<file path="src/rtl/lazer_pkg.sv">
// rtl/lazer_pkg.sv - shared widths, park constants and FSM state type for the laser hit detector
package lazer_pkg;

   localparam int COORD_W = 11;
   localparam int SCORE_W = 14;

   localparam logic [COORD_W-1:0] PARK_THRESH = 11'd1024;
   localparam logic [COORD_W-1:0] PARK_POS    = 11'd1050;

   typedef enum logic [1:0] {
      IDLE = 2'd0,
      SCAN = 2'd1,
      HIT  = 2'd2
   } state_t;

   function automatic int idx_w(input int n);
      return (n > 1) ? $clog2(n) : 1;
   endfunction

endpackage

</file>
<file path="src/rtl/lazer_box_overlap.sv">
// rtl/lazer_box_overlap.sv - combinational axis-aligned bounding-box overlap test
module lazer_box_overlap
   import lazer_pkg::*;
#(
   parameter int A_W = 4,
   parameter int A_H = 16,
   parameter int B_W = 32,
   parameter int B_H = 24
) (
   input  logic [COORD_W-1:0] a_x,
   input  logic [COORD_W-1:0] a_y,
   input  logic [COORD_W-1:0] b_x,
   input  logic [COORD_W-1:0] b_y,
   output logic               overlap
);

   localparam logic [COORD_W:0] AW = (COORD_W+1)'(A_W);
   localparam logic [COORD_W:0] AH = (COORD_W+1)'(A_H);
   localparam logic [COORD_W:0] BW = (COORD_W+1)'(B_W);
   localparam logic [COORD_W:0] BH = (COORD_W+1)'(B_H);

   logic [COORD_W:0] ax, ay, bx, by;

   // One extra bit keeps position + size from wrapping near the screen edge
   always_comb begin
      ax = {1'b0, a_x};
      ay = {1'b0, a_y};
      bx = {1'b0, b_x};
      by = {1'b0, b_y};
      overlap = (ax < bx + BW) && (bx < ax + AW) &&
                (ay < by + BH) && (by < ay + AH);
   end

endmodule

</file>
<file path="src/rtl/lazer_hit_detector.sv">
// rtl/lazer_hit_detector.sv - per-frame laser vs enemy-table scan; LAZER_SCORE_EN enables the score adder
module lazer_hit_detector
   import lazer_pkg::*;
#(
   parameter int N_ENEMY   = 8,
   parameter int ENEMY_W   = 32,
   parameter int ENEMY_H   = 24,
   parameter int LAZER_W   = 4,
   parameter int LAZER_H   = 16,
   parameter int PTS       = 10,
   parameter int SCORE_MAX = 9999
) (
   input  logic                        clk,
   input  logic                        rst_n,
   input  logic                        move,
   input  logic [COORD_W-1:0]          lazer_x,
   input  logic [COORD_W-1:0]          lazer_y,
   output logic [idx_w(N_ENEMY)-1:0]   enemy_idx,
   input  logic [COORD_W-1:0]          enemy_x,
   input  logic [COORD_W-1:0]          enemy_y,
   input  logic                        enemy_alive,
   output logic                        collision,
   output logic                        kill_valid,
   output logic [idx_w(N_ENEMY)-1:0]   kill_idx,
   output logic [SCORE_W-1:0]          score
);

   localparam int              IDXW     = idx_w(N_ENEMY);
   localparam logic [IDXW-1:0] LAST_IDX = IDXW'(N_ENEMY - 1);

   state_t              state_q, state_d;
   logic [COORD_W-1:0]  lx_q, lx_d, ly_q, ly_d;
   logic [IDXW-1:0]     enemy_idx_q, enemy_idx_d;
   logic [IDXW-1:0]     test_idx_q, test_idx_d;
   logic [IDXW-1:0]     hit_idx_q, hit_idx_d;
   logic                data_vld_q, data_vld_d;
   logic                collision_q, collision_d;
   logic                overlap, scan_hit, scan_last;

   lazer_box_overlap #(
      .A_W (LAZER_W),
      .A_H (LAZER_H),
      .B_W (ENEMY_W),
      .B_H (ENEMY_H)
   ) u_overlap (
      .a_x     (lx_q),
      .a_y     (ly_q),
      .b_x     (enemy_x),
      .b_y     (enemy_y),
      .overlap (overlap)
   );

   // Table data lags the address by one cycle, so the first SCAN cycle has nothing to test
   assign scan_hit  = data_vld_q && enemy_alive && overlap;
   assign scan_last = data_vld_q && (test_idx_q == LAST_IDX);

   always_ff @(posedge clk or negedge rst_n) begin
      if (!rst_n) begin
         state_q     <= IDLE;
         lx_q        <= '0;
         ly_q        <= '0;
         enemy_idx_q <= '0;
         test_idx_q  <= '0;
         hit_idx_q   <= '0;
         data_vld_q  <= 1'b0;
         collision_q <= 1'b0;
      end else begin
         state_q     <= state_d;
         lx_q        <= lx_d;
         ly_q        <= ly_d;
         enemy_idx_q <= enemy_idx_d;
         test_idx_q  <= test_idx_d;
         hit_idx_q   <= hit_idx_d;
         data_vld_q  <= data_vld_d;
         collision_q <= collision_d;
      end
   end

   always_comb begin
      state_d = state_q;
      case (state_q)
         IDLE: if (move && !collision_q && (lazer_x < PARK_THRESH)) state_d = SCAN;
         SCAN: begin
            if (scan_hit)       state_d = HIT;
            else if (scan_last) state_d = IDLE;
         end
         HIT:     state_d = IDLE;
         default: state_d = IDLE;
      endcase
   end

   always_comb begin
      lx_d        = lx_q;
      ly_d        = ly_q;
      enemy_idx_d = enemy_idx_q;
      test_idx_d  = test_idx_q;
      hit_idx_d   = hit_idx_q;
      data_vld_d  = 1'b0;
      collision_d = collision_q;
      case (state_q)
         IDLE: begin
            enemy_idx_d = '0;
            if (move) begin
               if (collision_q) begin
                  collision_d = 1'b0;
               end else if (lazer_x < PARK_THRESH) begin
                  lx_d = lazer_x;
                  ly_d = lazer_y;
               end
            end
         end
         SCAN: begin
            data_vld_d = 1'b1;
            test_idx_d = enemy_idx_q;
            if (scan_hit || scan_last) enemy_idx_d = '0;
            else if (enemy_idx_q != LAST_IDX) enemy_idx_d = enemy_idx_q + 1'b1;
            if (scan_hit) hit_idx_d = test_idx_q;
         end
         HIT: collision_d = 1'b1;
         default: ;
      endcase
   end

   always_comb begin
      enemy_idx  = enemy_idx_q;
      kill_idx   = hit_idx_q;
      collision  = collision_q;
      kill_valid = (state_q == HIT);
   end

`ifdef LAZER_SCORE_EN
   logic [SCORE_W-1:0] score_q, score_d;
   logic [SCORE_W:0]   score_sum;

   always_comb begin
      score_sum = {1'b0, score_q} + (SCORE_W+1)'(PTS);
      score_d   = score_q;
      if (state_q == HIT) begin
         score_d = (score_sum > (SCORE_W+1)'(SCORE_MAX)) ? SCORE_W'(SCORE_MAX)
                                                         : score_sum[SCORE_W-1:0];
      end
   end

   always_ff @(posedge clk or negedge rst_n) begin
      if (!rst_n) score_q <= '0;
      else        score_q <= score_d;
   end

   assign score = score_q;
`else
   logic unused_score_cfg;
   assign unused_score_cfg = ^{PTS, SCORE_MAX};
   assign score = '0;
`endif

endmodule

</file>
<file path="config.mk">
export PLATFORM = sky130hd
export DESIGN_NAME = lazer_hit_detector
export DESIGN_NICKNAME = d
export VERILOG_FILES = /design/src/rtl/lazer_pkg.sv /design/src/rtl/lazer_box_overlap.sv /design/src/rtl/lazer_hit_detector.sv
export SDC_FILE = /design/constraint.sdc
export NUM_CORES = 1
export LEC_CHECK = 0
export ABC_AREA = 1
export BUFFER_PORTS_ARGS = -buffer_cell sky130_fd_sc_hd__buf_4
export CAP_MARGIN = 5
export CORE_AREA = 2 2 114 116
export DETAILED_ROUTE_END_ITERATION = 8
export DIE_AREA = 0 0 116 118
export SYNTH_ARGS = -nofsm -noshare
export SYNTH_HDL_FRONTEND = slang
export SYNTH_HIERARCHICAL = 1
export SYNTH_SLANG_ARGS = --single-unit
</file>
<file path="constraint.sdc">
create_clock -name clk -period 6.6 [get_ports clk]
set_input_delay 1.32 -clock clk [delete_from_list [all_inputs] [get_ports clk]]
set_output_delay 1.32 -clock clk [all_outputs]
set_load 0.01 [all_outputs]
</file>
==> results.cfg <==
[critical_path]
r2r_cells = 18
crit_start = enemy_y[3]
critical_path_peak_fanout = 9
setup.worst_path.start_class = primary input
r2r_slack_ns = 3.76
r2r-start = lx_q[2]
r2r-end = enemy_idx[2]
critPathArrivalTime_ns = 3.58
crit_required_ns = 6.76
criticalPathCategory = primary input to flip-flop
critPathCaptureType = flip-flop

[logic_synthesis]
ys_ff_latch = 35
synth_top_family_by_area = simple AND/OR/NAND/NOR gates
yosys-top-cells-area = dfrtp_1 (29%), ha_1 (19%), nand2_1 (18%), inv_1 (5.5%), xor2_1 (4.3%)
synth.top_cell.area_share_pct = 28.6
yosys.area_share.simple_pct = 30.2
yosys.cell_types.count = 30
yosysMostFrequentCell = nand2_1
synth-edff-count = 0
syn_area_um2 = 3060
ys_dominant_reg_cell = dfrtp_1
synthMuxAreaShare_pct = 0
synth-compound-area-share_pct = 5.39
synth_xor_area_share_pct = 6.29
synthTopCellsByCount = nand2_1 (147), ha_1 (46), inv_1 (45)
synthArstFlopShare_pct = 100
seq_area_frac_synth_pct = 28.6
synth-adder-area-share_pct = 18.8
syn_area_per_cell_um2 = 7.47
synthCells = 410
yosys.area.top_type = dfrtp_1
yosysWarnings = 6

[floorplan]
fp.dieH_um = 118
start_util_pct = 24.7
pin_count = 70
die_w_um = 116
core_area_um2 = 12400
rows = 41
die_area_um2 = 13700

[clocking]
cts-root-buf = clkbuf_16
hold_buffers = 0
cts_resized = 0
cts_buffers = 5
clk_pin_slew_ns = 0.05
cts_buffer_depth = 2
htree_levels = 2
worst_skew_pair.late_latency_ns = 0.27
clock_sinks = 35
cts_tree = built
cts_setup_buffers = 0

[finish]
regArea_um2 = 876
fillers = 1378
drive_gt1_share_pct = 17.3
multi_input_area_um2 = 1910
num_antenna_cells = 0
fin_nets = 561
area_growth_pct = 23.1

[power]
power_leakage_nw = 2.04
peakVddDrop_v = 0.000152
pwr-share-comb_pct = 45.6
pwr-share-clk_pct = 21.2
seqPwrFrac_pct = 33.2
internal_power_uw = 751
p_per_area_nw_per_um2 = 338
p_sw_uw = 522
swShare_pct = 41.0

[timing]
fmax_mhz = 292
slew_violations = 0
grt_setup_unrepaired = no
setup_viol_count_final = 0
setup_tns_ns = 0
skew_ns = 0.00499
hold_viol_final = 0
post-route-period-util_pct = 51.9
setup_ws_ns = 3.18
min_period_ns = 3.42

[drt]
drt_iter0_drc = 89
wl_per_cell_um = 10.7
drt-pass1-iter-count = 6
vias_per_cell = 4.05
routed_wl_um = 6840
vias = 2595
drc = 0
detail-route-antenna-nets = 0

[min_path]
holdPathStages = 2
hp-class = flip-flop to flip-flop
whs_endpoint = ly_q[0]
hold_start = ly_q[0]

[placed_design]
hpwl_um = 5570
io_buffers = 55
place_ws_ns = 2.91
gp_congestion = 0.830

[global_route]
grt_util_all_layers_pct = 10.5
grt_max_degree = 36
grt_pass1_vias = 2590
antenna_found_initial = 0
grt_remaining_overflow = 0
grt_pass1_wl_um = 11800

[run]
cap_violations = 0

[status]
status = finished clean
power groups by stage:
stage | sequential [mW] | combinational [mW] | clock, mW
floorplan | 0.402 | 0.437 | 0
global placement | 0.423 | 0.564 | 0
detailed placement | 0.426 | 0.586 | 0
CTS | 0.424 | 0.590 | 0.280
global route | 0.440 | 0.687 | 0.292
finish | 0.422 | 0.581 | 0.270
worst max path at each step:
| stage | to | cells past startpoint |
|---|---|---|
| after floorplan | enemy_idx[0] | 19 |
| after global placement | enemy_idx[0] | 20 |
| after global routing | enemy_idx[1] | 20 |
| after detailed placement | enemy_idx[1] | 20 |
| final | enemy_idx[2] | 20 |
| after CTS | enemy_idx[0] | 20 |
metrics by stage:
stage | cells | instance area (um^2) | power (mW) | util [%] | hold slack, ns
2_1_floorplan | 423 | 3110 | 0.840 | - | 0.449
3_3_place_gp | 632 | 3600 | 0.987 | 29.0 | 0.469
3_5_place_dp | 632 | 3600 | 1.01 | 29.0 | 0.478
4_1_cts | 640 | 3770 | 1.29 | 30.4 | 0.493
5_1_grt | 640 | 3770 | 1.42 | 30.4 | 0.531
6_report | 640 | 3770 | 1.27 | 30.4 | 0.485
sequential cells by signal (all words and copies together), names as in the netlist:
register	cells
ly_q	11
kill_idx	3
lx_q	11
state_q	2
data_vld_q	1
enemy_idx	3
test_idx_q	3
collision	1
worst max-delay path, cell delays in order:
cell and delay (ns):
buf_4 0.10, inv_1 0.04, ha_1 0.24, nor2_4 0.15, nand2_1 0.08, xor2_1 0.15, ha_1 0.29, a21o_1 0.16
nand3_1 0.07, nand2_1 0.05, inv_1 0.04, nand2_1 0.05, nor2_2 0.08, nand3_1 0.07, nor2_1 0.14, nand3_2 0.18
nand3_1 0.15, nand2_2 0.09, nand2_1 0.07, o21ai_1 0.06
final cells by class:
type                       count  share of cell area, %
sequential                    35                   23.2
timing repair buffer          55                   11.0
multi-input combinational    323                   50.7
inverter                      47                   4.78
clock buffer                   6                   3.68
clock inverter                 2                  0.929
tap                          172                   5.71
cells by family after synthesis:
logic type | count (synthesis)
compound gates | 31
xor+xnor | 22
buf+inv | 65
simple gates | 210
fa+ha+maj | 46
flops | 35
other cells | 1
layout by cell type (no fill, tap or decap), types with 2 or more instances in the layout:
master     count
a21oi_1       14
buf_4         55
clkbuf_16      5
clkinv_2       2
conb_1        14
dfrtp_1       35
ha_1          46
inv_1         45
nand2_1      147
nand2_2        3
nand2_4        2
nand3_1       15
nand3_2        2
nand3b_1       3
nand4_1        6
nor2_1        21
nor2_2         5
nor2_4         2
o21ai_0       10
o21ai_1        3
o21bai_1       2
xnor2_1        7
xor2_1        15
per-layer routing:
layer / up-vias / part of all wire [%] / global-route usage (%)
met5: - / 0 / 0
met4: 0 / 0.19 / 1.71
met3: 2 / 5.2 / 2.47
met2: 64 / 45 / 16.8
met1: 1145 / 50 / 14.6
li1: 1384 / - / -
Note: power is estimated with default switching activity, not from simulation.
